===== src/rtl/ias_core_p.sv =====
// ias_core_p: handshaked IAS-style accumulator datapath with word memory, MQ, flags and debug read port
// Ports: clk, reset (synchronous, active high)
//        instr_valid/instr_ready handshake carrying opcode, address, data_in
//        data_out = AC, mq_out = MQ, done = one-cycle retire pulse, carry/zero/err status flags
//        dbg_addr -> dbg_data combinational memory peek (0 when out of range)
module ias_core_p #(
    parameter int DATA_W = 8,
    parameter int ADDR_W = 8,
    parameter int DEPTH  = 256
) (
    input  logic              clk,
    input  logic              reset,
    input  logic              instr_valid,
    output logic              instr_ready,
    input  logic [3:0]        opcode,
    input  logic [ADDR_W-1:0] address,
    input  logic [DATA_W-1:0] data_in,
    output logic [DATA_W-1:0] data_out,
    output logic [DATA_W-1:0] mq_out,
    output logic              done,
    output logic              carry,
    output logic              zero,
    output logic              err,
    input  logic [ADDR_W-1:0] dbg_addr,
    output logic [DATA_W-1:0] dbg_data
);
    localparam int IW = DEPTH > 1 ? $clog2(DEPTH) : 1;

    typedef enum logic [2:0] {IDLE, DECODE, READ, EXEC, DONE} state_t;

    state_t              state;
    logic [3:0]          ir;
    logic [ADDR_W-1:0]   mar;
    logic [DATA_W-1:0]   mbr, mdr, ac, mq;
    logic                bad;
    logic [DATA_W-1:0]   mem [DEPTH];

    logic [IW-1:0]       idx;
    logic                in_rng, uses_mem, writes_ac;
    logic [DATA_W:0]     sum, dif;
    logic [2*DATA_W-1:0] prod;
    logic [DATA_W-1:0]   ac_n, mq_n;
    logic                c_n;

    assign idx       = mar[IW-1:0];
    assign in_rng    = 32'(mar) < DEPTH;
    assign uses_mem  = ir inside {4'd1, 4'd2, 4'd3, 4'd4, 4'd5, 4'd7, 4'd8};
    assign writes_ac = ir inside {4'd1, 4'd3, 4'd4, 4'd6, 4'd8, 4'd9, 4'd10};
    assign sum       = {1'b0, ac} + {1'b0, mdr};
    // top bit of the extended difference is the borrow
    assign dif       = {1'b0, ac} - {1'b0, mdr};
    assign prod      = (2*DATA_W)'(mq) * (2*DATA_W)'(mdr);
    assign data_out  = ac;
    assign mq_out    = mq;
    assign dbg_data  = 32'(dbg_addr) < DEPTH ? mem[dbg_addr[IW-1:0]] : '0;

    always_comb begin
        ac_n = ac;
        mq_n = mq;
        c_n  = carry;
        case (ir)
            4'd1:    begin ac_n = mdr; c_n = 1'b0; end
            4'd3:    {c_n, ac_n} = sum;
            4'd4:    {c_n, ac_n} = dif;
            4'd6:    begin ac_n = mbr; c_n = 1'b0; end
            4'd7:    mq_n = mdr;
            4'd8:    begin {ac_n, mq_n} = prod; c_n = 1'b0; end
            4'd9:    {c_n, ac_n} = {ac, 1'b0};
            4'd10:   {ac_n, c_n} = {1'b0, ac};
            default: ;
        endcase
    end

    always_ff @(posedge clk) begin
        if (reset) begin
            state       <= IDLE;
            instr_ready <= 1'b1;
            done        <= 1'b0;
            ac          <= '0;
            mq          <= '0;
            carry       <= 1'b0;
            zero        <= 1'b0;
            err         <= 1'b0;
            ir          <= '0;
            mar         <= '0;
            mbr         <= '0;
            mdr         <= '0;
            bad         <= 1'b0;
            for (int i = 0; i < DEPTH; i++) mem[i] <= '0;
        end else begin
            done <= 1'b0;
            case (state)
                IDLE: if (instr_valid) begin
                    ir          <= opcode;
                    mar         <= address;
                    mbr         <= data_in;
                    instr_ready <= 1'b0;
                    state       <= DECODE;
                end
                DECODE: begin
                    bad   <= ir > 4'd10 || (uses_mem && !in_rng);
                    state <= READ;
                end
                READ: begin
                    mdr   <= in_rng ? mem[idx] : '0;
                    state <= EXEC;
                end
                EXEC: begin
                    // an erroring instruction only updates err
                    err <= bad;
                    if (!bad) begin
                        ac    <= ac_n;
                        mq    <= mq_n;
                        carry <= c_n;
                        if (writes_ac) zero <= ac_n == '0;
                        if (ir == 4'd2 || ir == 4'd5) mem[idx] <= ir == 4'd2 ? ac : mbr;
                    end
                    done  <= 1'b1;
                    state <= DONE;
                end
                DONE: begin
                    instr_ready <= 1'b1;
                    state       <= IDLE;
                end
                default: begin
                    instr_ready <= 1'b1;
                    state       <= IDLE;
                end
            endcase
        end
    end
endmodule


===== config.mk =====
export PLATFORM = sky130hd
export DESIGN_NAME = ias_core_p
export DESIGN_NICKNAME = d
export VERILOG_FILES = /design/src/rtl/ias_core_p.sv
export SDC_FILE = /design/constraint.sdc
export NUM_CORES = 2
export LEC_CHECK = 0
export ABC_AREA = 0
export BUFFER_PORTS_ARGS = -buffer_cell sky130_fd_sc_hd__buf_4
export CORE_MARGIN = 2
export CORE_UTILIZATION = 30
export DETAILED_ROUTE_END_ITERATION = 16
export SLEW_MARGIN = 0
export SYNTH_ARGS = -nofsm -noshare
export SYNTH_HDL_FRONTEND = slang
export SYNTH_SLANG_ARGS = --single-unit

===== constraint.sdc =====
create_clock -name clk -period 9.5 [get_ports clk]
set_clock_uncertainty 0.2 [all_clocks]
set_input_delay 0.475 -clock clk [delete_from_list [all_inputs] [get_ports clk]]
set_output_delay 0.475 -clock clk [all_outputs]
set_load 0.05 [all_outputs]

---- After elaboration in Yosys (flattened, before gate mapping) ----
Memory sizes are Yosys's and may differ from the RTL's. A register that Yosys moved wholly into a read port is not among the register bits.
Cells that the tools add are included.
W data, S select, Z words.
word-level totals
  register bits after elaboration ......... 45
  RAM bits ................................ 2048
  output and inout port bits .............. 29
  memories ................................ 1
memories
  name  depth  bits a word  rd ports  clocked after memory_dff  wr ports  line  text
  mem   256    8            2         1                         256       36    logic [DATA_W-1:0] mem [DEPTH];
operators by class
  $add $sub $neg .......................... 2
  $mul .................................... 1
  order comparisons ....................... 1
  equal/unequal tests ..................... 14
  muxes and demuxes ....................... 19
  bitwise gates (word level) .............. 2
  reduce and logical (&&, ||, !) cells .... 15
operators with widths
  cell                  count
  $pmux W8 S7           1
  $mux W8               3
  $eq A4 B3 Y1 const B  4
  $mul A8 B8 Y16        1
  $pmux W8 S2           1
  $eq A4 B4 Y1 const B  3
  $pmux W3 S4           1
  $mux W1               10
  $add A8 B8 Y9         1
  $reduce_and A3 Y1     3
  $sub A8 B8 Y9         1
  $eq A4 B2 Y1 const B  2
  $logic_not A8 Y1      1
  $reduce_or A8 Y1      1
  $reduce_bool A7 Y1    1
  $eq A3 B2 Y1 const B  2
  $reduce_and A2 Y1     3
  $reduce_or A3 Y1      2
  $pmux W1 S5           1
  $reduce_bool A5 Y1    1
  $eq A4 B1 Y1 const B  1
  $gt A4 B4 Y1 const B  1
  $eq A3 B1 Y1 const B  1
  $logic_not A3 Y1      1
  other kinds (6)       7

---- Longest topological paths before layout ----
  depth in word-level cells ............... 9
  depth in mapped cells ................... 18

---- Least setup slack after synthesis ----
No wires, ideal clock.
  path kind ............................... reg2reg
  start ................................... register mq[5] (netlist: mq_out[5])
  end ..................................... register zero
  setup time .............................. 0.087 ns
  arrival time ............................ 4.807 ns
  required time ........................... 9.213 ns
  setup slack ............................. 4.406 ns
  stages on the path, launching flop included .. 17
  path through ............................ dfxtp_1 nand2_1 fa_1 fa_1 inv_1 fa_1 inv_1 fa_1 inv_1 ha_1 nand3_1 o2111ai_1 and4b_1 or4_1 nor4_1 o211ai_1 o31ai_1
between the ends
  word-level cells in the longest chain between the ends .. 3
RTL lines
  item                      line  text
  start: declaration        34    logic [DATA_W-1:0] mbr, mdr, ac, mq;
  start signal: assignment  113   mq <= mq_n;
  $mul A8 B8 Y16            52    assign prod = (2*DATA_W)'(mq) * (2*DATA_W)'(mdr);
  $pmux W8 S7               61    case (ir)
  $logic_not A8 Y1          115   if (writes_ac) zero <= ac_n == '0;
  end signal: assignment    82    zero <= 1'b0;
  end signal: assignment    115
  end: declaration          22    output logic zero,
No other way between the ends.
A chain may end at the register's enable or synchronous reset.

---- Worst setup path in the final report ----
  start ................................... input port dbg_addr[0]
  end ..................................... output port dbg_data[4]
between the ends
  word-level cells in the longest chain between the ends .. 1
RTL lines
  item                line  text
  start: declaration  24    input logic [ADDR_W-1:0] dbg_addr,
  $mem_v2 Z256 W8     --
  end: declaration    25    output logic [DATA_W-1:0] dbg_data
No other way between the ends.

==> run_results.csv <==
group,metric,value,unit
timing,tightest_slew,1680,ps
timing,min_period,6070,ps
routing,num_vias,73000,
run_status,outcome,"complete, but fails checks",
worst_setup_path,worst-setup-path-type,"in2out",
clock_tree,htree_levels,4,
place,dp_slack,3580,ps
routing,firstDrtPassIters,6,
worst_setup_path,worstPathArrival,5390,ps
synth,ys_types,72,
routing,via_per_inst,5.84,
synth,syn_inst,7679,
synth,synth.avg_cell_area,14.4,um^2
worst_setup_path,cp_slowest_stage_delay,710,ps
global_routing,antenna_found_initial,26,
floorplanning,pin_count,60,
floorplanning,die_w,612,um
clock_tree,clk_pin_slew,60,ps
timing,setup_slack,3430,ps
hold_path,worstHoldStart,"address[2]",
synth,synth_area_leaders,"edfxtp_1 55%, mux4_2 24%, nor2_1 7.2%, nand2b_1 1.6%, clkbuf_1 1.5%",
run,maxCapViolations,1,
worst_setup_path,start_kind,"input port",
finish,seqCellArea,62600,um^2
floorplanning,fp-row-count,223,
worst_setup_path,cp_max_fo,63,
timing,maxSlewHeadroom,-11.8,%
routing,drtIter0Drc,11200,
pwr,clkPwrFrac,40.0,%
floorplanning,die_y,612,um
global_routing,grt_pass1_vias,71300,
pwr,p_int,16.8,mW
place,gp_congestion,0.931,
finish,final_cell_mix,"2116 x nor2_1, 2048 x edfxtp_1, 1206 x mux4_2",
hold_path,hp-class,"in2reg",
place,io_buffer_count,59,
synth,netlist_area,111000,um^2
floorplanning,initial_utilization,30.1,%
routing,postRouteAntennaNets,0,
synth,yosys.area.top_type,"edfxtp_1",
worst_setup_path,crit_chain,"buf_8 -> buf_12 -> buf_12 -> mux4_2 -> mux4_2 -> a22oi_1 -> nand2_1 -> a22oi_1 -> o221ai_1 -> buf_4",
synth,synth-seq-cells,2101,
clock_tree,cts_max_path_buffers,4,
synth,synth-edff-count,2048,
finish,drive_gt1_share,23.3,%
timing,holdWs,183,ps
finish,layout.nets,7595,
synth,ys.flop_type,"edfxtp_1",
clock_tree,clock_latency,920,ps
clock_tree,cts_sinks,2101,
timing,rsz0062_at_grt,"false",
timing,fin_tns_setup,0,ps
floorplanning,core,368000,um^2
finish,fin_util,33.7,%
worst_setup_path,crit_start,"dbg_addr[0]",
global_routing,grt.total_usage,20.1,%
global_routing,use_met3,5.09,%
global_routing,met2_usage,30.8,%
finish,final_common_cell,"nor2_1",
global_routing,busiest_layer,"met2",
timing,fin_crit_sh,63.9,%
timing,max_clock_freq,165,MHz
clock_tree,cts-root-buf,"clkbuf_16",
timing,finalHoldViolCount,0,
synth,async_flop_share,0,%
pwr,p_sw,5.92,mW
worst_setup_path,worstPathRequired,8830,ps
worst_setup_path,cp_num_buf_inv,4,
synth,synth.top_cell.area_share,55.5,%
timing,finalSetupViolations,0,
finish,fillers,35400,
finish,multi_input_area,45500,um^2
finish,syn_to_final_growth,11.8,%
routing,wire_per_inst,30.6,um
routing,drc,0,
pwr,p_comb_share,12.9,%
worst_setup_path,r2r_start,"mdr[2]$_SDFFE_PP0N_",
worst_setup_path,endpoint_kind,"output pin",
pwr,total_power,22.7,mW
worst_setup_path,slowest_stage,"a22oi_1",
global_routing,grt.met1_usage,26.1,%
clock_tree,cts_buffers,226,
run_status,violations,"max-capacitance violations, max-slew violations",
pwr,netSwitchingFraction,26.1,%
timing,slew_viol_final,62,
clock_tree,cts_tree,"done",
pwr,power_frac_seq,47.1,%
global_routing,globalRouteOverflowTotal,0,
global_routing,grt_max_degree,166,
synth,ys_seq_area_share,56.4,%
worst_setup_path,path_delay_family,"buffers and inverters",
place,post-dp-hpwl,255,mm
floorplanning,die_area,374000,um^2
routing,detail_route.wirelength,383,mm
synth,yosys_warnings,0,
pwr,power.leakage,39.0,nW
synth,synthesis.nets,7800,
global_routing,grt_first_pass_wirelength,543,mm
pwr,ir_drop,0.179,mV
pwr,powerDensity,183,nW/um^2
layer usage:
layer / up-vias / wire length, um
li1: 29100 / -
met1: 38100 / 138000
met2: 4945 / 175000
met3: 850 / 46900
met4: 26 / 22800
met5: - / 183
through the flow:
step / instances / area, um^2
floorplan: 7679 / 111000
global placement: 12000 / 116000
detailed placement: 12000 / 116000
CTS: 12500 / 124000
global route: 12500 / 124000
finish: 12500 / 124000
synthesized netlist by cell type, types with 6 or more instances:
| cell type | n |
|---|---|
| a211oi_1 | 21 |
| a21oi_1 | 76 |
| a221oi_1 | 32 |
| a22o_1 | 32 |
| a22oi_1 | 102 |
| a311oi_1 | 7 |
| a31oi_1 | 12 |
| a32oi_1 | 6 |
| and2_1 | 69 |
| and3_1 | 19 |
| buf_1 | 72 |
| buf_2 | 125 |
| buf_4 | 31 |
| buf_6 | 7 |
| clkbuf_1 | 430 |
| dfxtp_1 | 53 |
| edfxtp_1 | 2048 |
| fa_1 | 38 |
| ha_1 | 52 |
| inv_1 | 71 |
| mux2_2 | 7 |
| mux2i_1 | 89 |
| mux4_2 | 1206 |
| nand2_1 | 384 |
| nand2_2 | 9 |
| nand2b_1 | 277 |
| nand3_1 | 32 |
| nand4_1 | 13 |
| nor2_1 | 2128 |
| nor2b_1 | 26 |
| nor3_1 | 39 |
| nor3_2 | 7 |
| nor4_1 | 11 |
| o211ai_1 | 7 |
| o21a_1 | 7 |
| o21ai_0 | 25 |
| o221ai_1 | 11 |
| o22ai_1 | 16 |
| o32ai_1 | 9 |
flip-flops by register name, indices dropped and copies added, names as in the netlist:
signal       flops
mem           2048
mbr              8
done             1
bad              1
state            3
carry            1
ir               4
instr_ready      1
mdr              8
err              1
mq_out           8
idx              8
data_out         8
zero             1
worst reg2reg max path: stages, from the launching register on:
cell       delay (ps)
dfxtp_1           750
nand2_1           170
fa_1              530
fa_1              560
inv_1              50
fa_1              480
inv_1              50
fa_1              480
inv_1              40
ha_1              230
nor3_1            220
o2111ai_1         230
and4b_1           240
or4_1             510
nor4_1            310
o211ai_1          180
o31ai_1           250
cells by family (layout without fill, tap and decap cells):
kind of cell	Yosys count	after routing	synth area share, %
simple gates	3047	3047	11.5
flops	2101	2101	56.4
mux	1302	1302	25.4
buf+inv	737	708	2.79
compound gates	395	395	2.56
fa+ha+maj	90	90	1.27
xor+xnor	7	7	0.0553
other cells	0	17	0
path summary, 6_finish.rpt:
check	end	slack, ps	cells after the start
worst min-delay path	idx[2]$_SDFFE_PP0P_	180	4
worst min register to register	carry$_SDFFE_PP0P_	290	2
worst max-delay path	dbg_data[4]	3430	10
worst max register to register	zero$_SDFFE_PP0P_	3930	16
power by group through the flow:
stage / registers [mW] / logic, mW / clock network, mW
floorplan: 10.7 / 1.81 / 0
detailed placement: 10.9 / 2.87 / 0
finish: 10.7 / 2.94 / 9.07
CTS: 10.7 / 2.89 / 9.11
global route: 10.7 / 3.00 / 9.45
global placement: 10.9 / 2.86 / 0
final cells by class:
cell class / instances / area share (%)
Sequential cell: 2101 / 50.5
Multi-Input combinational cell: 4841 / 36.7
Tap cell: 4837 / 4.88
Clock buffer: 288 / 4.81
Timing Repair Buffer: 232 / 1.77
Clock inverter: 116 / 1.12
Inverter: 72 / 0.218
Antenna cell: 17 / 0.0343
what timing repair did:
item,in CTS,in global routing
hold endpoints to repair,41,0
hold buffers,34,0
gates resized for setup,0,0
buffers inserted,0,0
endpoints found under the setup margin,0,0
(Power assumes the default switching activity.)
